<file path="src/rtl/scr_wb_bridge_pkg.sv">
// Shared types and default parameters for the multi-port core-to-Wishbone bridge.
package scr_wb_bridge_pkg;

   typedef enum logic [1:0] {
      IDLE = 2'd0,
      BUS  = 2'd1,
      RESP = 2'd2
   } state_e;

   localparam int DEF_NPORT      = 2;
   localparam int DEF_AW         = 32;
   localparam int DEF_DW         = 32;
   localparam int DEF_TMO_CYCLES = 255;
   localparam int DEF_TMO_W      = 8;

   // Port-index width; a single port still needs a 1-bit index.
   function automatic int idx_w(input int n);
      return (n > 1) ? $clog2(n) : 1;
   endfunction

endpackage

</file>
<file path="src/rtl/scr_wb_mport_bridge_if.sv">
// Core request channels plus Wishbone master signals of the bridge.
// Handshake: a port holds cpu_req_i until the one-cycle cpu_req_ack_o pulse; the bridge answers with one cpu_resp_vld_o pulse.
interface scr_wb_mport_bridge_if #(
   parameter int NPORT = 2,
   parameter int AW    = 32,
   parameter int DW    = 32
);
   localparam int SW = DW / 8;

   logic [NPORT-1:0]    cpu_req_i;
   logic [NPORT-1:0]    cpu_we_i;
   logic [NPORT*AW-1:0] cpu_adr_i;
   logic [NPORT*DW-1:0] cpu_wdata_i;
   logic [NPORT*SW-1:0] cpu_be_i;
   logic [NPORT-1:0]    cpu_req_ack_o;
   logic [NPORT-1:0]    cpu_resp_vld_o;
   logic                cpu_resp_err_o;
   logic [DW-1:0]       cpu_rdata_o;

   logic                wbd_cyc_o;
   logic                wbd_stb_o;
   logic                wbd_we_o;
   logic [AW-1:0]       wbd_adr_o;
   logic [DW-1:0]       wbd_dat_o;
   logic [SW-1:0]       wbd_sel_o;
   logic [DW-1:0]       wbd_dat_i;
   logic                wbd_ack_i;
   logic                wbd_err_i;
   logic                tmo_evt_o;

   // master: the bridge itself (Wishbone master, core-side responder)
   modport master (
      input  cpu_req_i, cpu_we_i, cpu_adr_i, cpu_wdata_i, cpu_be_i,
      input  wbd_dat_i, wbd_ack_i, wbd_err_i,
      output cpu_req_ack_o, cpu_resp_vld_o, cpu_resp_err_o, cpu_rdata_o,
      output wbd_cyc_o, wbd_stb_o, wbd_we_o, wbd_adr_o, wbd_dat_o, wbd_sel_o,
      output tmo_evt_o
   );

   // slave: the surrounding cores and Wishbone slave
   modport slave (
      output cpu_req_i, cpu_we_i, cpu_adr_i, cpu_wdata_i, cpu_be_i,
      output wbd_dat_i, wbd_ack_i, wbd_err_i,
      input  cpu_req_ack_o, cpu_resp_vld_o, cpu_resp_err_o, cpu_rdata_o,
      input  wbd_cyc_o, wbd_stb_o, wbd_we_o, wbd_adr_o, wbd_dat_o, wbd_sel_o,
      input  tmo_evt_o
   );

endinterface

</file>
<file path="src/rtl/scr_rr_arb.sv">
// Combinational round-robin arbiter: first requester strictly after the last grant wins.
module scr_rr_arb
   import scr_wb_bridge_pkg::*;
#(
   parameter  int NPORT = DEF_NPORT,
   localparam int IW    = idx_w(NPORT)
) (
   input  logic [NPORT-1:0] req,
   input  logic [IW-1:0]    last,
   output logic [NPORT-1:0] gnt,
   output logic [IW-1:0]    gnt_idx,
   output logic             req_any
);

   logic          found;
   logic [IW-1:0] p;

   // Scan from last+1 around to last itself, so the last winner has lowest priority.
   always_comb begin
      gnt     = '0;
      gnt_idx = '0;
      found   = 1'b0;
      p       = '0;
      for (int i = 1; i <= NPORT; i++) begin
         p = IW'((int'(last) + i) % NPORT);
         if (!found && req[p]) begin
            found   = 1'b1;
            gnt[p]  = 1'b1;
            gnt_idx = p;
         end
      end
   end

   assign req_any = |req;

endmodule

</file>
<file path="src/rtl/scr_wb_mport_bridge.sv">
// N-port core request merger onto a single Wishbone master, one transfer outstanding, with bus timeout.
module scr_wb_mport_bridge
   import scr_wb_bridge_pkg::*;
#(
   parameter int NPORT      = DEF_NPORT,
   parameter int AW         = DEF_AW,
   parameter int DW         = DEF_DW,
   parameter int TMO_CYCLES = DEF_TMO_CYCLES,
   parameter int TMO_W      = DEF_TMO_W
) (
   input  logic                  wb_clk,
   input  logic                  wb_rst_n,
   scr_wb_mport_bridge_if.master bus,
   output state_e                dbg_state
);

   localparam int SW = DW / 8;
   localparam int IW = idx_w(NPORT);

   state_e           state;
   logic [IW-1:0]    rr_ptr;
   logic [IW-1:0]    gnt_idx;
   logic [NPORT-1:0] gnt;
   logic [NPORT-1:0] gnt_q;
   logic             req_any;
   logic [NPORT-1:0] req_ack;
   logic [NPORT-1:0] resp_vld;
   logic             resp_err;
   logic [DW-1:0]    rdata_q;
   logic             tmo_evt;
   logic [TMO_W-1:0] tmo_cnt;
   logic [TMO_W-1:0] tmo_nxt;
   logic             cyc;
   logic             we_q;
   logic [AW-1:0]    adr_q;
   logic [DW-1:0]    wdata_q;
   logic [SW-1:0]    sel_q;
   logic             term;
   logic             timed_out;

   scr_rr_arb #(.NPORT(NPORT)) u_arb (
      .req     (bus.cpu_req_i),
      .last    (rr_ptr),
      .gnt     (gnt),
      .gnt_idx (gnt_idx),
      .req_any (req_any)
   );

   assign tmo_nxt   = tmo_cnt + 1'b1;
   assign term      = bus.wbd_ack_i | bus.wbd_err_i;
   assign timed_out = (TMO_CYCLES != 0) && (tmo_nxt == TMO_W'(TMO_CYCLES));

   always_ff @(posedge wb_clk or negedge wb_rst_n) begin
      if (!wb_rst_n) begin
         state    <= IDLE;
         rr_ptr   <= IW'(NPORT - 1);
         gnt_q    <= '0;
         req_ack  <= '0;
         resp_vld <= '0;
         resp_err <= 1'b0;
         rdata_q  <= '0;
         tmo_evt  <= 1'b0;
         tmo_cnt  <= '0;
         cyc      <= 1'b0;
         we_q     <= 1'b0;
         adr_q    <= '0;
         wdata_q  <= '0;
         sel_q    <= '0;
      end else begin
         req_ack  <= '0;
         resp_vld <= '0;
         tmo_evt  <= 1'b0;
         case (state)
            IDLE: begin
               if (req_any) begin
                  gnt_q   <= gnt;
                  rr_ptr  <= gnt_idx;
                  req_ack <= gnt;
                  we_q    <= bus.cpu_we_i[gnt_idx];
                  adr_q   <= bus.cpu_adr_i[gnt_idx*AW +: AW];
                  wdata_q <= bus.cpu_wdata_i[gnt_idx*DW +: DW];
                  sel_q   <= bus.cpu_be_i[gnt_idx*SW +: SW];
                  cyc     <= 1'b1;
                  state   <= BUS;
               end
            end
            BUS: begin
               tmo_cnt <= tmo_nxt;
               // A real termination beats a timeout landing in the same cycle; err beats ack.
               if (term) begin
                  cyc      <= 1'b0;
                  resp_vld <= gnt_q;
                  resp_err <= bus.wbd_err_i;
                  rdata_q  <= (bus.wbd_err_i || we_q) ? '0 : bus.wbd_dat_i;
                  state    <= RESP;
               end else if (timed_out) begin
                  cyc      <= 1'b0;
                  resp_vld <= gnt_q;
                  resp_err <= 1'b1;
                  rdata_q  <= '0;
                  tmo_evt  <= 1'b1;
                  state    <= RESP;
               end
            end
            RESP: begin
               tmo_cnt <= '0;
               state   <= IDLE;
            end
            default: state <= IDLE;
         endcase
      end
   end

   assign bus.cpu_req_ack_o  = req_ack;
   assign bus.cpu_resp_vld_o = resp_vld;
   assign bus.cpu_resp_err_o = resp_err;
   assign bus.cpu_rdata_o    = rdata_q;
   assign bus.wbd_cyc_o      = cyc;
   assign bus.wbd_stb_o      = cyc;
   assign bus.wbd_we_o       = we_q;
   assign bus.wbd_adr_o      = adr_q;
   assign bus.wbd_dat_o      = wdata_q;
   assign bus.wbd_sel_o      = sel_q;
   assign bus.tmo_evt_o      = tmo_evt;
   assign dbg_state          = state;

endmodule

</file>
<file path="src/flat_wrapper.sv">
// flat-port wrapper written by rule: the top's interface ports become plain ports
module scr_wb_mport_bridge_flat import scr_wb_bridge_pkg::*;
#(
   parameter int NPORT      = DEF_NPORT,
   parameter int AW         = DEF_AW,
   parameter int DW         = DEF_DW,
   parameter int TMO_CYCLES = DEF_TMO_CYCLES,
   parameter int TMO_W      = DEF_TMO_W
)
  (wb_clk, wb_rst_n, dbg_state, bus_cpu_req_i, bus_cpu_we_i, bus_cpu_adr_i, bus_cpu_wdata_i, bus_cpu_be_i, bus_wbd_dat_i, bus_wbd_ack_i, bus_wbd_err_i, bus_cpu_req_ack_o, bus_cpu_resp_vld_o, bus_cpu_resp_err_o, bus_cpu_rdata_o, bus_wbd_cyc_o, bus_wbd_stb_o, bus_wbd_we_o, bus_wbd_adr_o, bus_wbd_dat_o, bus_wbd_sel_o, bus_tmo_evt_o);
  scr_wb_mport_bridge_if #(.NPORT(NPORT), .AW(AW), .DW(DW)) bus_i ();
  input  logic wb_clk;
  input  logic wb_rst_n;
  output state_e dbg_state;
  input wire logic [$bits(bus_i.cpu_req_i)-1:0] bus_cpu_req_i;
  input wire logic [$bits(bus_i.cpu_we_i)-1:0] bus_cpu_we_i;
  input wire logic [$bits(bus_i.cpu_adr_i)-1:0] bus_cpu_adr_i;
  input wire logic [$bits(bus_i.cpu_wdata_i)-1:0] bus_cpu_wdata_i;
  input wire logic [$bits(bus_i.cpu_be_i)-1:0] bus_cpu_be_i;
  input wire logic [$bits(bus_i.wbd_dat_i)-1:0] bus_wbd_dat_i;
  input wire logic [$bits(bus_i.wbd_ack_i)-1:0] bus_wbd_ack_i;
  input wire logic [$bits(bus_i.wbd_err_i)-1:0] bus_wbd_err_i;
  output wire logic [$bits(bus_i.cpu_req_ack_o)-1:0] bus_cpu_req_ack_o;
  output wire logic [$bits(bus_i.cpu_resp_vld_o)-1:0] bus_cpu_resp_vld_o;
  output wire logic [$bits(bus_i.cpu_resp_err_o)-1:0] bus_cpu_resp_err_o;
  output wire logic [$bits(bus_i.cpu_rdata_o)-1:0] bus_cpu_rdata_o;
  output wire logic [$bits(bus_i.wbd_cyc_o)-1:0] bus_wbd_cyc_o;
  output wire logic [$bits(bus_i.wbd_stb_o)-1:0] bus_wbd_stb_o;
  output wire logic [$bits(bus_i.wbd_we_o)-1:0] bus_wbd_we_o;
  output wire logic [$bits(bus_i.wbd_adr_o)-1:0] bus_wbd_adr_o;
  output wire logic [$bits(bus_i.wbd_dat_o)-1:0] bus_wbd_dat_o;
  output wire logic [$bits(bus_i.wbd_sel_o)-1:0] bus_wbd_sel_o;
  output wire logic [$bits(bus_i.tmo_evt_o)-1:0] bus_tmo_evt_o;
  assign bus_i.cpu_req_i = bus_cpu_req_i;
  assign bus_i.cpu_we_i = bus_cpu_we_i;
  assign bus_i.cpu_adr_i = bus_cpu_adr_i;
  assign bus_i.cpu_wdata_i = bus_cpu_wdata_i;
  assign bus_i.cpu_be_i = bus_cpu_be_i;
  assign bus_i.wbd_dat_i = bus_wbd_dat_i;
  assign bus_i.wbd_ack_i = bus_wbd_ack_i;
  assign bus_i.wbd_err_i = bus_wbd_err_i;
  assign bus_cpu_req_ack_o = bus_i.cpu_req_ack_o;
  assign bus_cpu_resp_vld_o = bus_i.cpu_resp_vld_o;
  assign bus_cpu_resp_err_o = bus_i.cpu_resp_err_o;
  assign bus_cpu_rdata_o = bus_i.cpu_rdata_o;
  assign bus_wbd_cyc_o = bus_i.wbd_cyc_o;
  assign bus_wbd_stb_o = bus_i.wbd_stb_o;
  assign bus_wbd_we_o = bus_i.wbd_we_o;
  assign bus_wbd_adr_o = bus_i.wbd_adr_o;
  assign bus_wbd_dat_o = bus_i.wbd_dat_o;
  assign bus_wbd_sel_o = bus_i.wbd_sel_o;
  assign bus_tmo_evt_o = bus_i.tmo_evt_o;
  scr_wb_mport_bridge #(.NPORT(NPORT), .AW(AW), .DW(DW), .TMO_CYCLES(TMO_CYCLES), .TMO_W(TMO_W)) u_core (.wb_clk(wb_clk), .wb_rst_n(wb_rst_n), .bus(bus_i), .dbg_state(dbg_state));
endmodule
</file>
<file path="config.mk">
export PLATFORM = sky130hd
export DESIGN_NAME = scr_wb_mport_bridge_flat
export DESIGN_NICKNAME = d
export VERILOG_FILES = /design/src/rtl/scr_wb_bridge_pkg.sv /design/src/rtl/scr_wb_mport_bridge_if.sv /design/src/rtl/scr_rr_arb.sv /design/src/rtl/scr_wb_mport_bridge.sv /design/src/flat_wrapper.sv
export SDC_FILE = /design/constraint.sdc
export NUM_CORES = 1
export LEC_CHECK = 0
export ABC_AREA = 1
export CAP_MARGIN = 15
export CORE_MARGIN = 2
export CORE_UTILIZATION = 39
export CTS_CLUSTER_SIZE = 20
export DETAILED_ROUTE_END_ITERATION = 8
export GPL_ROUTABILITY_DRIVEN = 0
export GPL_TIMING_DRIVEN = 0
export PLACE_DENSITY = 0.88
export RECOVER_POWER = 100
export SLEW_MARGIN = 25
export SYNTH_ARGS = -nofsm -noshare
export SYNTH_HDL_FRONTEND = slang
export SYNTH_SLANG_ARGS = --single-unit
</file>
<file path="constraint.sdc">
create_clock -name wb_clk -period 2.3 [get_ports wb_clk]
set_clock_uncertainty 0.2 [all_clocks]
set_input_delay 0.575 -clock wb_clk [delete_from_list [all_inputs] [get_ports wb_clk]]
set_output_delay 0.575 -clock wb_clk [all_outputs]
set_load 0.05 [all_outputs]
</file>
==> out/qor.txt <==
DR vias = 5584
r2r setup slk = 0.1 ns
# DRC = 0
Layout area overhead = 67.7%
Ant. Diodes = 0
CP Max Fanout = 10
top_reg_cell synth = dfrtp_1
final instance area = 8940 um2
DP HPWL = 13900 um
first-pass GRT wire length = 28600 um
Post-DP Area = 8450 um2
Core ar. = 13300 um2
top cells by area, synth = dfrtp_1 56%, nand2_1 16%, a31oi_1 8.1%, nor2_1 5.6%, o21ai_0 2.0%
drt initial violations = 278
Min Clock Period, post-route = 2.20 ns
Syn Nets = 816
# rows = 42
Synth Register Bits = 121
largest net degree at the start of global routing = 70
syn_area_per_cell = 8.40 um2
Post-synth EDFFs = 0
Worst EP required = 2.40 ns
Max rail drop VDD = 722 uV
Fin. Hold Viols = 0
Die X = 121 um
CP dominant cell by count = nand2_2
Tot GR Track Use = 25.5%
fraction of layout instances using a drive strength above 1 = 7.54%
drt wl/cell = 16.3 um
slowest CP cell = dfrtp_1
mapped cell area = 5330 um2
critical path, cell by cell = ha_1, nand3_2, o21ai_2, nand2_2, nor2_2, nand2_2, nand2_2, nand2_2, buf_6, buf_6, nand2_1, o21ai_1
Yosys top cell by area = dfrtp_1
Tightest Pin Transition = 0.641 ns
PortBufs = 286
final WL = 18500 um
Hold Path Class = register to register
post-synthesis sequential area ratio = 56.8%
asr flop ratio synth = 100%
Rel. slew slack = 57.3%
drt via density = 4.94
initial core utilization = 40.1%
final core occ = 67.3%
CP top delay family = simple AND/OR/NAND/NOR gates
Yosys top cell area share = 56.3%
CTS root buf = clkbuf_16
Crit Path Category = register to register
Slowest Stage Delay on Critical Path = 0.40 ns
Clock Sinks = 121
global route total overflow = 0
Die Y = 121 um
antenna violations before repair = 0
antenna viol nets, final = 0
worst path arrival time = 2.30 ns
vias in the first global route = 5643
layout net count = 1125
io pins = 287
CTS tree = built
CP Capture Type = register
clk buf depth = 2
die footprint = 14600 um2
max cap viols = 0
final cycle utilization of the critical path = 95.8%
CP bufs+invs = 2
Reg clk slew, reported paths = 0.05 ns
Finish-stage setup viols = 0
Leakage = 4.07 nW
startpoint types = register
synth warn = 0
count of cell types in the netlist = 25
RSZ-0062 raised after global routing = yes
Achievable Freq = 454 MHz
Pwr Density = 1450 nW/um2
Slew Viols, Final = 0
drt first pass iters = 6
CTS buffer count = 17
post-synthesis cell count = 635
run status = complete, no violations
htree depth = 4
Clock Latency Late Sink = 0.41 ns
-- cell usage after synthesis, types with 4 or more instances --
| library cell | instances |
|---|---|
| a31oi_1 | 69 |
| buf_1 | 5 |
| buf_2 | 6 |
| clkbuf_1 | 25 |
| dfrtp_1 | 120 |
| ha_1 | 5 |
| inv_1 | 20 |
| nand2_1 | 232 |
| nand2_2 | 4 |
| nand3_1 | 7 |
| nor2_1 | 80 |
| o21ai_0 | 21 |
| o21ai_1 | 16 |
| o21ai_2 | 5 |
| o22ai_1 | 4 |
-- per-layer routing --
metal / GRT usage [%] / vias up / part of all wire, %
met5: 0 / - / 0
met4: 11.1 / 0 / 2.5
met3: 8.93 / 30 / 8.3
met2: 44.9 / 256 / 52
met1: 27.7 / 2600 / 38
li1: - / 2698 / -
-- report_power, final --
group | total [mW] | switching (mW) | internal [mW]
registers | 3.45 | 0.443 | 3.01
clock network | 2.59 | 0.913 | 1.68
logic | 6.88 | 5.00 | 1.89
total | 12.9 | 6.35 | 6.58
-- registers in the layout (all words and copies together) (netlist names), 4 cells and up --
signal and flops:
u_core.bus.cpu_rdata_o 32, u_core.bus.wbd_adr_o 32, u_core.bus.wbd_sel_o 4, u_core.tmo_cnt 8, u_core.bus.wbd_dat_o 32
-- timing repair --
action,CTS,global route
gates resized for setup,123,15
hold endpoints to repair,52,0
buffers inserted,0,2
setup endpoints to repair,186,48
hold buffers,1,0
pin swaps,0,1
-- logic make-up after synthesis --
logic type                 after synthesis  synth area share, %
buffers and inverters                   63                 5.07
adders and majority gates                5                 1.17
xor gates and xnor gates                 1                0.164
and+or+nand+nor                        327                 23.5
DFF                                    121                 56.8
AOI/OAI and AO/OA                      118                 13.2
-- tightest hold or removal path: stages (launching register included) --
cell and delay [ns]:
dfrtp_1 0.33, nand2_1 0.06, o21ai_2 0.05
-- worst paths after layout --
kind	startpoint	endpoint	cells past startpoint
max	u_core.tmo_cnt[0]	u_core.bus.cpu_rdata_o[30]	12
min	u_core.bus.cpu_resp_err_o	u_core.bus.cpu_resp_err_o	2
max reg2reg	u_core.tmo_cnt[0]	u_core.bus.cpu_rdata_o[30]	12
min reg2reg	u_core.bus.cpu_resp_err_o	u_core.bus.cpu_resp_err_o	2
max in group asynchronous	wb_rst_n	u_core.bus.wbd_dat_o[5]	3
min in group asynchronous	wb_rst_n	u_core.bus.cpu_rdata_o[23]	2
-- final cells by class --
class | instances | area, um2
multi-input cells | 451 | 2070
clock buffers | 21 | 440
well taps | 176 | 220
flip-flops and latches | 121 | 3030
plain buffers | 40 | 204
inverters | 23 | 86.3
repair buffers | 290 | 2770
clock inverters | 9 | 126
fillers | 1140 | 4350
-- placed cells by master, fill, tap and decap left out, types with 2 or more instances in the layout --
cell               n
clkinv_2           4
nand3_1            6
clkbuf_16         17
inv_2              3
buf_1              2
buf_6              4
dlygate4sd2_1    111
clkbuf_1          22
dfrtp_1          120
buf_2              9
o21ai_1           17
buf_4              5
nand2_1          231
clkdlybuf4s50_1  174
nor2_1            80
o21ai_0           18
o21ai_2            6
clkbuf_2           4
nor2_2             3
ha_1               5
bufinv_16          3
nand2_2            5
a31oi_1           69
o22ai_1            4
inv_1             20
-- per-stage QoR --
step / worst slack (ns) / cells / hold slack [ns] / setup TNS (ns) / total power [mW]
final: 0.0973 / 1131 / 0.272 / 0 / 12.9
after global routing: -0.0464 / 1131 / 0.301 / -0.410 / 13.6
after CTS: 0.00713 / 1129 / 0.276 / 0 / 13.0
after detailed placement: -1.03 / 1098 / 0.268 / -76.56 / 10.9
after global placement: -4.31 / 1097 / 0.264 / -591.01 / 10.8
after floorplan: 0.129 / 635 / 0.0794 / 0 / 8.12
Note: power is estimated with default switching activity, not from simulation.
